<file path="src/rtl/ervp_orca_cache_line_refill_pkg.sv">
// ============================================================================
// Module   : ervp_orca_cache_line_refill_pkg
// Brief    : Shared types and helpers for the ORCA cache line refill engine:
//            FSM state encoding, ceiling divide and clog2-with-minimum-1.
// Revision : 1.0  initial release
// ============================================================================
`default_nettype none

package ervp_orca_cache_line_refill_pkg;

  // Refill engine states
  typedef enum logic [2:0] {
    ST_IDLE     = 3'd0,
    ST_WB_FETCH = 3'd1,
    ST_WB_SEND  = 3'd2,
    ST_RD_REQ   = 3'd3,
    ST_RD_DATA  = 3'd4,
    ST_DONE     = 3'd5
  } refill_state_e;

  // Ceiling division used to size the burst from line and word size
  function automatic int divideru(input int num, input int den);
    return (num + den - 1) / den;
  endfunction

  // Index width; never below one bit so single-beat lines still have a port
  function automatic int clog2_min1(input int val);
    int r;
    r = $clog2(val);
    return (r < 1) ? 1 : r;
  endfunction

endpackage

`default_nettype wire

</file>
<file path="src/rtl/ervp_orca_cache_beat_counter.sv">
// ============================================================================
// Module   : ervp_orca_cache_beat_counter
// Brief    : Beat index counter for line bursts; clear has priority over
//            increment, wraps to zero after the last beat, flags last beat.
// Revision : 1.0  initial release
// ============================================================================
`default_nettype none

module ervp_orca_cache_beat_counter #(
  parameter int NUM_TRANSFER = 4,
  parameter int BW_IDX       = 2
) (
  input  logic              clk,
  input  logic              rstnn,
  input  logic              clear,
  input  logic              inc,
  output logic [BW_IDX-1:0] cnt,
  output logic              last
);

  localparam logic [BW_IDX-1:0] LAST_IDX = BW_IDX'(NUM_TRANSFER - 1);

  logic [BW_IDX-1:0] cnt_q;
  logic [BW_IDX-1:0] cnt_d;

  assign last = (cnt_q == LAST_IDX);
  assign cnt  = cnt_q;

  // Next count: clear wins, otherwise step and wrap after the last beat
  always_comb begin
    cnt_d = cnt_q;
    if (clear) begin
      cnt_d = '0;
    end else if (inc) begin
      cnt_d = last ? '0 : (cnt_q + BW_IDX'(1));
    end
  end

  // Count register
  always_ff @(posedge clk or negedge rstnn) begin
    if (!rstnn) begin
      cnt_q <= '0;
    end else begin
      cnt_q <= cnt_d;
    end
  end

endmodule

`default_nettype wire

</file>
<file path="src/rtl/ervp_orca_cache_line_refill.sv">
// ============================================================================
// Module   : ervp_orca_cache_line_refill
// Brief    : Cache-miss line engine. Optionally writes back a dirty victim
//            as one OIMM write burst, then fetches the new line as one OIMM
//            read burst, writing each returned word into the data RAM.
//            Optional macro ORCA_CACHE_REFILL_STATS_EN adds refill and
//            write-back event counters (stat_refill_cnt, stat_wb_cnt).
// Revision : 1.0  initial release
// ============================================================================
`default_nettype none

module ervp_orca_cache_line_refill
  import ervp_orca_cache_line_refill_pkg::*;
#(
  parameter int BW_ADDR         = 32,
  parameter int BW_DATA         = 32,
  parameter int BW_BURST_LENGTH = 4,
  parameter int CACHE_LINE_SIZE = 16,
  localparam int NUM_BYTE_IN_DATA = BW_DATA / 8,
  localparam int NUM_TRANSFER     = divideru(CACHE_LINE_SIZE, NUM_BYTE_IN_DATA),
  localparam int BW_IDX           = clog2_min1(NUM_TRANSFER)
) (
  input  logic                        clk,
  input  logic                        rstnn,
  input  logic                        req_valid,
  output logic                        req_ready,
  input  logic [BW_ADDR-1:0]          req_fill_addr,
  input  logic                        req_wb,
  input  logic [BW_ADDR-1:0]          req_wb_addr,
  output logic                        vic_rd_en,
  output logic [BW_IDX-1:0]           vic_rd_idx,
  input  logic [BW_DATA-1:0]          vic_rd_data,
  output logic                        fill_we,
  output logic [BW_IDX-1:0]           fill_idx,
  output logic [BW_DATA-1:0]          fill_data,
  output logic                        done,
  output logic                        busy,
  output logic [BW_ADDR-1:0]          m_oimm_address,
  output logic [BW_BURST_LENGTH-1:0]  m_oimm_burstlength_minus1,
  output logic [NUM_BYTE_IN_DATA-1:0] m_oimm_byteenable,
  output logic                        m_oimm_requestvalid,
  output logic                        m_oimm_readnotwrite,
  output logic [BW_DATA-1:0]          m_oimm_writedata,
  output logic                        m_oimm_writelast,
  input  logic [BW_DATA-1:0]          m_oimm_readdata,
  input  logic                        m_oimm_readdatavalid,
  input  logic                        m_oimm_waitrequest
`ifdef ORCA_CACHE_REFILL_STATS_EN
  ,
  output logic [31:0]                 stat_refill_cnt,
  output logic [31:0]                 stat_wb_cnt
`endif
);

  // Byte offset bits inside a line are forced to zero on both addresses
  localparam int                 LINE_OFS  = $clog2(CACHE_LINE_SIZE);
  localparam logic [BW_ADDR-1:0] LINE_MASK = ~((BW_ADDR'(1) << LINE_OFS) - BW_ADDR'(1));

  refill_state_e      state_q, state_d;
  logic [BW_ADDR-1:0] fill_addr_q, fill_addr_d;
  logic [BW_ADDR-1:0] wb_addr_q, wb_addr_d;
  logic [BW_DATA-1:0] beat_q, beat_d;
  logic               first_q, first_d;

  logic               cnt_clear;
  logic               cnt_inc;
  logic [BW_IDX-1:0]  cnt;
  logic               cnt_last;

  ervp_orca_cache_beat_counter #(
    .NUM_TRANSFER (NUM_TRANSFER),
    .BW_IDX       (BW_IDX)
  ) u_beat_counter (
    .clk   (clk),
    .rstnn (rstnn),
    .clear (cnt_clear),
    .inc   (cnt_inc),
    .cnt   (cnt),
    .last  (cnt_last)
  );

  // Next-state and request/strobe decode; everything defaults inactive
  always_comb begin
    state_d             = state_q;
    fill_addr_d         = fill_addr_q;
    wb_addr_d           = wb_addr_q;
    beat_d              = beat_q;
    first_d             = 1'b0;
    cnt_clear           = 1'b0;
    cnt_inc             = 1'b0;
    req_ready           = 1'b0;
    vic_rd_en           = 1'b0;
    fill_we             = 1'b0;
    done                = 1'b0;
    m_oimm_requestvalid = 1'b0;
    m_oimm_readnotwrite = 1'b0;
    m_oimm_address      = '0;
    m_oimm_writelast    = 1'b0;
    unique case (state_q)
      ST_IDLE: begin
        req_ready = 1'b1;
        if (req_valid) begin
          fill_addr_d = req_fill_addr & LINE_MASK;
          wb_addr_d   = req_wb_addr & LINE_MASK;
          cnt_clear   = 1'b1;
          state_d     = req_wb ? ST_WB_FETCH : ST_RD_REQ;
        end
      end
      ST_WB_FETCH: begin
        vic_rd_en = 1'b1;
        first_d   = 1'b1;
        state_d   = ST_WB_SEND;
      end
      ST_WB_SEND: begin
        m_oimm_requestvalid = 1'b1;
        m_oimm_address      = wb_addr_q;
        m_oimm_writelast    = cnt_last;
        // RAM word arrives during the first send cycle; hold it for stalls
        if (first_q) begin
          beat_d = vic_rd_data;
        end
        if (!m_oimm_waitrequest) begin
          if (cnt_last) begin
            cnt_clear = 1'b1;
            state_d   = ST_RD_REQ;
          end else begin
            cnt_inc = 1'b1;
            state_d = ST_WB_FETCH;
          end
        end
      end
      ST_RD_REQ: begin
        m_oimm_requestvalid = 1'b1;
        m_oimm_readnotwrite = 1'b1;
        m_oimm_address      = fill_addr_q;
        if (!m_oimm_waitrequest) begin
          cnt_clear = 1'b1;
          state_d   = ST_RD_DATA;
        end
      end
      ST_RD_DATA: begin
        if (m_oimm_readdatavalid) begin
          fill_we = 1'b1;
          cnt_inc = 1'b1;
          if (cnt_last) begin
            state_d = ST_DONE;
          end
        end
      end
      ST_DONE: begin
        done    = 1'b1;
        state_d = ST_IDLE;
      end
      default: begin
        state_d = ST_IDLE;
      end
    endcase
  end

  assign busy                      = (state_q != ST_IDLE);
  assign vic_rd_idx                = vic_rd_en ? cnt : '0;
  assign fill_idx                  = fill_we ? cnt : '0;
  assign fill_data                 = fill_we ? m_oimm_readdata : '0;
  assign m_oimm_writedata          = (state_q != ST_WB_SEND) ? '0 :
                                     (first_q ? vic_rd_data : beat_q);
  assign m_oimm_burstlength_minus1 = BW_BURST_LENGTH'(NUM_TRANSFER - 1);
  assign m_oimm_byteenable         = '1;

  // State, address and beat registers
  always_ff @(posedge clk or negedge rstnn) begin
    if (!rstnn) begin
      state_q     <= ST_IDLE;
      fill_addr_q <= '0;
      wb_addr_q   <= '0;
      beat_q      <= '0;
      first_q     <= 1'b0;
    end else begin
      state_q     <= state_d;
      fill_addr_q <= fill_addr_d;
      wb_addr_q   <= wb_addr_d;
      beat_q      <= beat_d;
      first_q     <= first_d;
    end
  end

`ifdef ORCA_CACHE_REFILL_STATS_EN
  logic [31:0] stat_refill_q, stat_refill_d;
  logic [31:0] stat_wb_q, stat_wb_d;
  logic        wb_last_accept;

  // Count installed lines and completed write-back bursts, wrapping freely
  always_comb begin
    wb_last_accept = (state_q == ST_WB_SEND) && cnt_last && !m_oimm_waitrequest;
    stat_refill_d  = done ? (stat_refill_q + 32'd1) : stat_refill_q;
    stat_wb_d      = wb_last_accept ? (stat_wb_q + 32'd1) : stat_wb_q;
  end

  // Statistics registers
  always_ff @(posedge clk or negedge rstnn) begin
    if (!rstnn) begin
      stat_refill_q <= '0;
      stat_wb_q     <= '0;
    end else begin
      stat_refill_q <= stat_refill_d;
      stat_wb_q     <= stat_wb_d;
    end
  end

  assign stat_refill_cnt = stat_refill_q;
  assign stat_wb_cnt     = stat_wb_q;
`endif

endmodule

`default_nettype wire

</file>
<file path="config.mk">
export PLATFORM = sky130hd
export DESIGN_NAME = ervp_orca_cache_line_refill
export DESIGN_NICKNAME = d
export VERILOG_FILES = /design/src/rtl/ervp_orca_cache_line_refill_pkg.sv /design/src/rtl/ervp_orca_cache_beat_counter.sv /design/src/rtl/ervp_orca_cache_line_refill.sv
export SDC_FILE = /design/constraint.sdc
export NUM_CORES = 1
export LEC_CHECK = 0
export CORE_MARGIN = 10
export CORE_UTILIZATION = 40
export DETAILED_ROUTE_END_ITERATION = 12
export HOLD_SLACK_MARGIN = 0.03
export PLACE_DENSITY = 0.8
export REMOVE_ABC_BUFFERS = 1
export SYNTH_ARGS = -nofsm -noshare
export SYNTH_HDL_FRONTEND = slang
export SYNTH_SLANG_ARGS = --single-unit
</file>
<file path="constraint.sdc">
create_clock -name clk -period 2.1 [get_ports clk]
set_input_delay 0.42 -clock clk [delete_from_list [all_inputs] [get_ports clk]]
set_output_delay 0.42 -clock clk [all_outputs]
set_load 0.03 [all_outputs]
</file>
==> results of run 1 <==
-- worst paths after layout --
path | startpoint | end | slack, ps | depth (start not counted)
hold / removal | rstnn | state_q[2]$_DFFE_PN0P_ | 60 | 1
max in group asynchronous | rstnn | wb_addr_q[24]$_DFFE_PN0P_ | 1400 | 2
setup / recovery | state_q[0]$_DFFE_PN0P_ | fill_data[23] | -160 | 6
hold reg to reg | fill_addr_q[16]$_DFFE_PN0P_ | fill_addr_q[16]$_DFFE_PN0P_ | 490 | 1
setup reg to reg | state_q[0]$_DFFE_PN0P_ | fill_addr_q[4]$_DFFE_PN0P_ | 150 | 6
min in group clk | fill_addr_q[16]$_DFFE_PN0P_ | fill_addr_q[16]$_DFFE_PN0P_ | 490 | 1
-- layout make-up --
class,count,area [um2]
Sequential cell,94,2360
Timing Repair Buffer,278,3160
Inverter,3,11.3
Fill cell,722,2970
Clock buffer,10,239
Multi-Input combinational cell,264,2560
Clock inverter,6,91.3
Tap cell,143,179
-- routing by layer --
metal  track usage, %  vias up  wire, um
li1                 -     1866         -
met1             21.5     2041      6820
met2             31.8      148      9000
met3             5.95       16      1260
met4             3.90        0       200
met5                0        -         0
-- timing repair --
action                                  4_1_cts  5_1_grt
cloned                                        6        6
setup buffers                                19        6
pin swaps                                    13       45
endpoints found under the setup margin      101       97
gates resized for setup                      91      133
-- cell families after synthesis --
kind of cell    synth area share [%]
other cells                    0.156
buf+inv                         5.40
mux                             27.7
fa+ha+maj                      0.521
simple gates                    10.8
compound gates                  6.41
flops                           49.0
-- through the flow --
stage | TNS [ps] | setup slack (ps) | cells
3_5_place_dp | -553 | -47.1 | 749
3_3_place_gp | -21.5 | -6.27 | 749
5_1_grt | -16420 | -250 | 798
4_1_cts | -7580 | -170 | 790
2_1_floorplan | -102070 | -974 | 361
6_report | -10290 | -165 | 798
-- worst max-delay path: cells and delay by family, from the launching register on --
| kind | cells | cell delay, ps |
|---|---|---|
| DFF | 1 | 450 |
| and+or+nand+nor | 2 | 460 |
| buffers and inverters | 4 | 600 |
-- cells in the mapped netlist, types with 5 or more instances --
master     n  area, um2
dfrtp_1   94       2350
mux2i_1   34        340
clkbuf_1   5       18.8
mux2_1    42        473
and3_1     5       31.3
a22o_1    30        263
mux2_2    46        518
nor2_1    38        143
and2_1    37        231
buf_2     12       60.1
buf_4     19        143
-- where the power goes --
| group | total, mW | switching (mW) | internal [mW] |
|---|---|---|---|
| Clock | 1.81 | 0.723 | 1.09 |
| Sequential | 3.25 | 0.514 | 2.74 |
| Combinational | 8.46 | 4.28 | 4.17 |
-- flip-flops by register name, indices dropped and copies added (netlist names) --
name                count
u_beat_counter.cnt      2
beat_q                 32
first_q                 1
fill_addr_q            28
state_q                 3
wb_addr_q              28
==> results.yml, run 1 <==
status:
  outcome: "finished with violations"
  violations: "setup timing"
global_route:
  antenna_found_initial: 0
  first_global_vias: 4170
  grt_pass1_wl_um: 24100
  grt_overflow: 0
  track_usage_pct: 18.2
  grt_max_degree: 46
timing:
  setup_ws_ps: -165
  slew_headroom_pct: 63.2
  max_clock_freq_mhz: 442
  period_needed_ps: 2260
  worstMarginPinSlew_ps: 553
  setup_viol: 96
  rsz0062_at_grt: "true"
  hold_slack_ps: 63.0
  finalCritPeriodShare_pct: 108
  slew_violations: 0
  hold_viol_final: 0
  skew_ps: 9.32
clocking:
  clk_pin_slew_ps: 70
  cts.sinks: 94
  clockBufferDepth: 2
  cts_root_buf: "clkbuf_16"
  cts_tree: "done"
  numCtsBuffers: 9
  cts_max_level: 3
  holdBufCountCts: 0
  clock_latency_ps: 330
floorplanning:
  placement_rows: 39
  initial_utilization_pct: 41.5
  die_w_um: 130
  ioPinCount: 250
  die-area_um2: 16800
  core_region_area_um2: 11600
  die_y_um: 130
routing:
  routedWlPerCell_um: 21.7
  firstDrtPassIters: 7
  vias_per_cell: 5.10
  drc_errors: 0
  via_count: 4071
  drt_iter0_markers: 166
  wirelength_um: 17300
  antenna_left: 0
power:
  p_per_area_nw_per_um2: 1570
  vdd.ir_drop.worst_mv: 0.944
  p_total_mw: 13.5
  p_leak_nw: 3.72
layout:
  fin_nets: 786
  finish.utilization_pct: 74.3
  most-common-layout-cells: "clkdlybuf4s50_1, buf_6, dfrtp_1"
  n_antenna_cell: 0
  drive_gt1_share_pct: 44.1
  mostFrequentLayoutCell: "clkdlybuf4s50_1"
  syn_to_final_growth_pct: 79.0
  final_area_um2: 8590
place:
  placed_cell_area_um2: 7130
  io_buffers: 229
  dpl.hpwl_um: 11100
  gp_congestion: 0.789
worst_hold_path:
  hp-class: "input pin to async pin"
worst_setup_path:
  crit_fanout: 17
  required_ps: 1680
  crit_type: "flop to output pin"
  arrival_ps: 1840
  cpPeakStageDelay_ps: 450
  cp_cell_sequence: "buf_6, nor4b_4, buf_4, buf_12, and2_1, buf_6"
  slowest_stage: "dfrtp_2"
  start_kind: "flop"
  worst_setup_path_end_kind: "output pin"
  path_common_cell: "buf_6"
synth:
  yosys_warnings: 0
  synthCells: 391
  synth-seq-area-share_pct: 49.0
  yosys.cell_types.count: 32
  syn_area_um2: 4800
  synth_ff_type: "dfrtp_1"
  ys_seq_elements: 94
  synthArstFlopShare_pct: 100
  synth-edff-count: 0
  syn_avg_cell_area_um2: 12.3
job:
  cap_violations: 0
Note: power is estimated with default switching activity, not from simulation.
==> run 2, diff against run 1 <==
- ABC_AREA: default -> 1
==> run 2 against run 1 <==
  * The flow still finishes with violations (setup timing)
  * Largest cell class unchanged
  * Wire length shrank 1.7%
  * Critical path type unchanged
  * Sequential cell count stayed put
  * Area after synthesis grew 1.6%
==> results.yml, run 2 <==
status:
  outcome: "finished with violations"
  violations: "setup timing"
place:
  pre_cts_ws_ps: 107
  dpl.hpwl_um: 11700
  io_buffers: 229
  placed_cell_area_um2: 7180
  gp_congestion: 0.845
synth:
  synth-edff-count: 0
  synth_common_cells: "nand2_1, inv_1, dfrtp_1"
  synth-seq-area-share_pct: 48.2
  synth_ff_type: "dfrtp_1"
  yosys_warnings: 0
  yosysTopAreaCell: "dfrtp_1"
  synthArstFlopShare_pct: 100
  synth-simple-area-share_pct: 15.9
  synth_fa_ha_area_share_pct: 0.513
  yosys.area_share.xor_xnor_pct: 0
  synth-compound-area-share_pct: 15.2
  synth_top_family_by_area: "simple AND/OR/NAND/NOR gates"
  synthCells: 597
  synth.area.top_cells: "dfrtp_1, nand2_1, inv_1"
  syn_area_um2: 4880
  ys_seq_elements: 94
  synth_most_common_cell: "nand2_1"
  synth.area.mux_share_pct: 6.57
  syn_avg_cell_area_um2: 8.17
  yosys.area.top_type_share_pct: 48.2
  yosys.cell_types.count: 23
layout:
  mostFrequentLayoutCell: "clkdlybuf4s50_1"
  top_register: "beat_q"
  most-common-layout-cells: "clkdlybuf4s50_1, nand2_1, inv_1"
  largest_register_ffs: 32
  largestRegisters: "beat_q (32), fill_addr_q (28), wb_addr_q (28)"
  finish.utilization_pct: 67.9
  syn_to_final_growth_pct: 66.6
  final_area_um2: 8130
  fin_nets: 968
  n_antenna_cell: 0
  drive_gt1_share_pct: 26.2
clocking:
  cts.sinks: 94
  cts_max_level: 3
  clk_pin_slew_ps: 60
  clock_latency_ps: 340
  cts_tree: "done"
  holdBufCountCts: 0
  clockBufferDepth: 2
  cts_root_buf: "clkbuf_16"
  numCtsBuffers: 9
floorplanning:
  die-area_um2: 17000
  die_y_um: 130
  initial_utilization_pct: 40.8
  placement_rows: 40
  core_region_area_um2: 12000
  ioPinCount: 250
  die_w_um: 130
routing:
  drt_iter0_markers: 384
  drc_errors: 0
  firstDrtPassIters: 5
  antenna_left: 0
  vias_per_cell: 4.95
  routedWlPerCell_um: 17.3
  wirelength_um: 17000
  via_count: 4867
timing:
  fin_setup_tns_ps: -1150
  finalCritPeriodShare_pct: 103
  setup_viol: 34
  hold_viol_final: 0
  setup_ws_ps: -67.4
  skew_ps: 5.80
  slew_violations: 0
  rsz0062_at_grt: "true"
  max_clock_freq_mhz: 461
  period_needed_ps: 2170
worst_setup_path:
  crit_fanout: 19
  crit_type: "flop to output pin"
  start_kind: "flop"
  required_ps: 1680
  worst_setup_path_end_kind: "output pin"
  arrival_ps: 1750
global_route:
  grt_max_degree: 114
  track_usage_pct: 18.8
  grt_pass1_wl_um: 25400
  antenna_found_initial: 0
  grt_overflow: 0
  first_global_vias: 4811
power:
  p_leak_nw: 4.12
  p_per_area_nw_per_um2: 1330
  vdd.ir_drop.worst_mv: 0.694
  p_total_mw: 10.8
worst_hold_path:
  hp-class: "input pin to async pin"
job:
  cap_violations: 0
[run 2: through the flow]
stage / instances / hold WS [ps]
after floorplan: 555 / 124
after global placement: 946 / 395
after detailed placement: 946 / 402
after CTS: 973 / 33.2
after global routing: 984 / 45.5
final: 984 / 26.4
[run 2: cell type report]
| type | instances | area, um2 |
|---|---|---|
| flip-flops and latches | 94 | 2360 |
| multi-input cells | 362 | 2110 |
| well taps | 147 | 184 |
| fillers | 907 | 3830 |
| inverters | 99 | 374 |
| repair buffers | 266 | 2810 |
| clock buffers | 13 | 250 |
| clock inverters | 3 | 43.8 |
[run 2: cell families after synthesis]
logic type,after synthesis
simple gates,196
fa+ha+maj,2
buf+inv,151
mux,32
flops,94
compound gates,120
other cells,2
[run 2: timing repair]
action / in CTS / in global routing
endpoints found under the setup margin: 89 / 100
pin swaps: 1 / 3
resized for setup: 79 / 66
cloned: 4 / 2
setup buffers: 7 / 9
[run 2: final timing paths]
path,slack (ps),startpoint,cells after the start,to
setup reg to reg,380,state_q[1]$_DFFE_PN0P_,9,fill_addr_q[30]$_DFFE_PN0P_
hold / removal,30,rstnn,1,beat_q[10]$_DFFE_PN0N_
hold reg to reg,480,wb_addr_q[5]$_DFFE_PN0P_,2,wb_addr_q[5]$_DFFE_PN0P_
min in group clk,480,wb_addr_q[5]$_DFFE_PN0P_,2,wb_addr_q[5]$_DFFE_PN0P_
max in group asynchronous,1450,rstnn,2,state_q[0]$_DFFE_PN0P_
setup / recovery,-70,state_q[1]$_DFFE_PN0P_,7,fill_data[14]
[run 2: power by group]
| part | switching (mW) | total, mW | internal, mW |
|---|---|---|---|
| Clock | 0.659 | 1.62 | 0.957 |
| Sequential | 0.503 | 3.15 | 2.65 |
| Combinational | 3.41 | 6.06 | 2.66 |
[run 2: worst max-delay path: stages (launching register included)]
cell and delay (ps):
dfrtp_2 420, buf_12 130, buf_6 110, nor2_4 140
nand3_4 130, buf_12 190, nor2_1 110, buf_4 170
[run 2: layer usage]
metal / part of all wire (%) / routed length (um) / global-route usage, %
met5: 0 / 0 / 0
met3: 7.7 / 1310 / 5.52
met4: 1.4 / 244 / 5.30
met1: 41 / 6960 / 22.8
met2: 50 / 8480 / 31.9
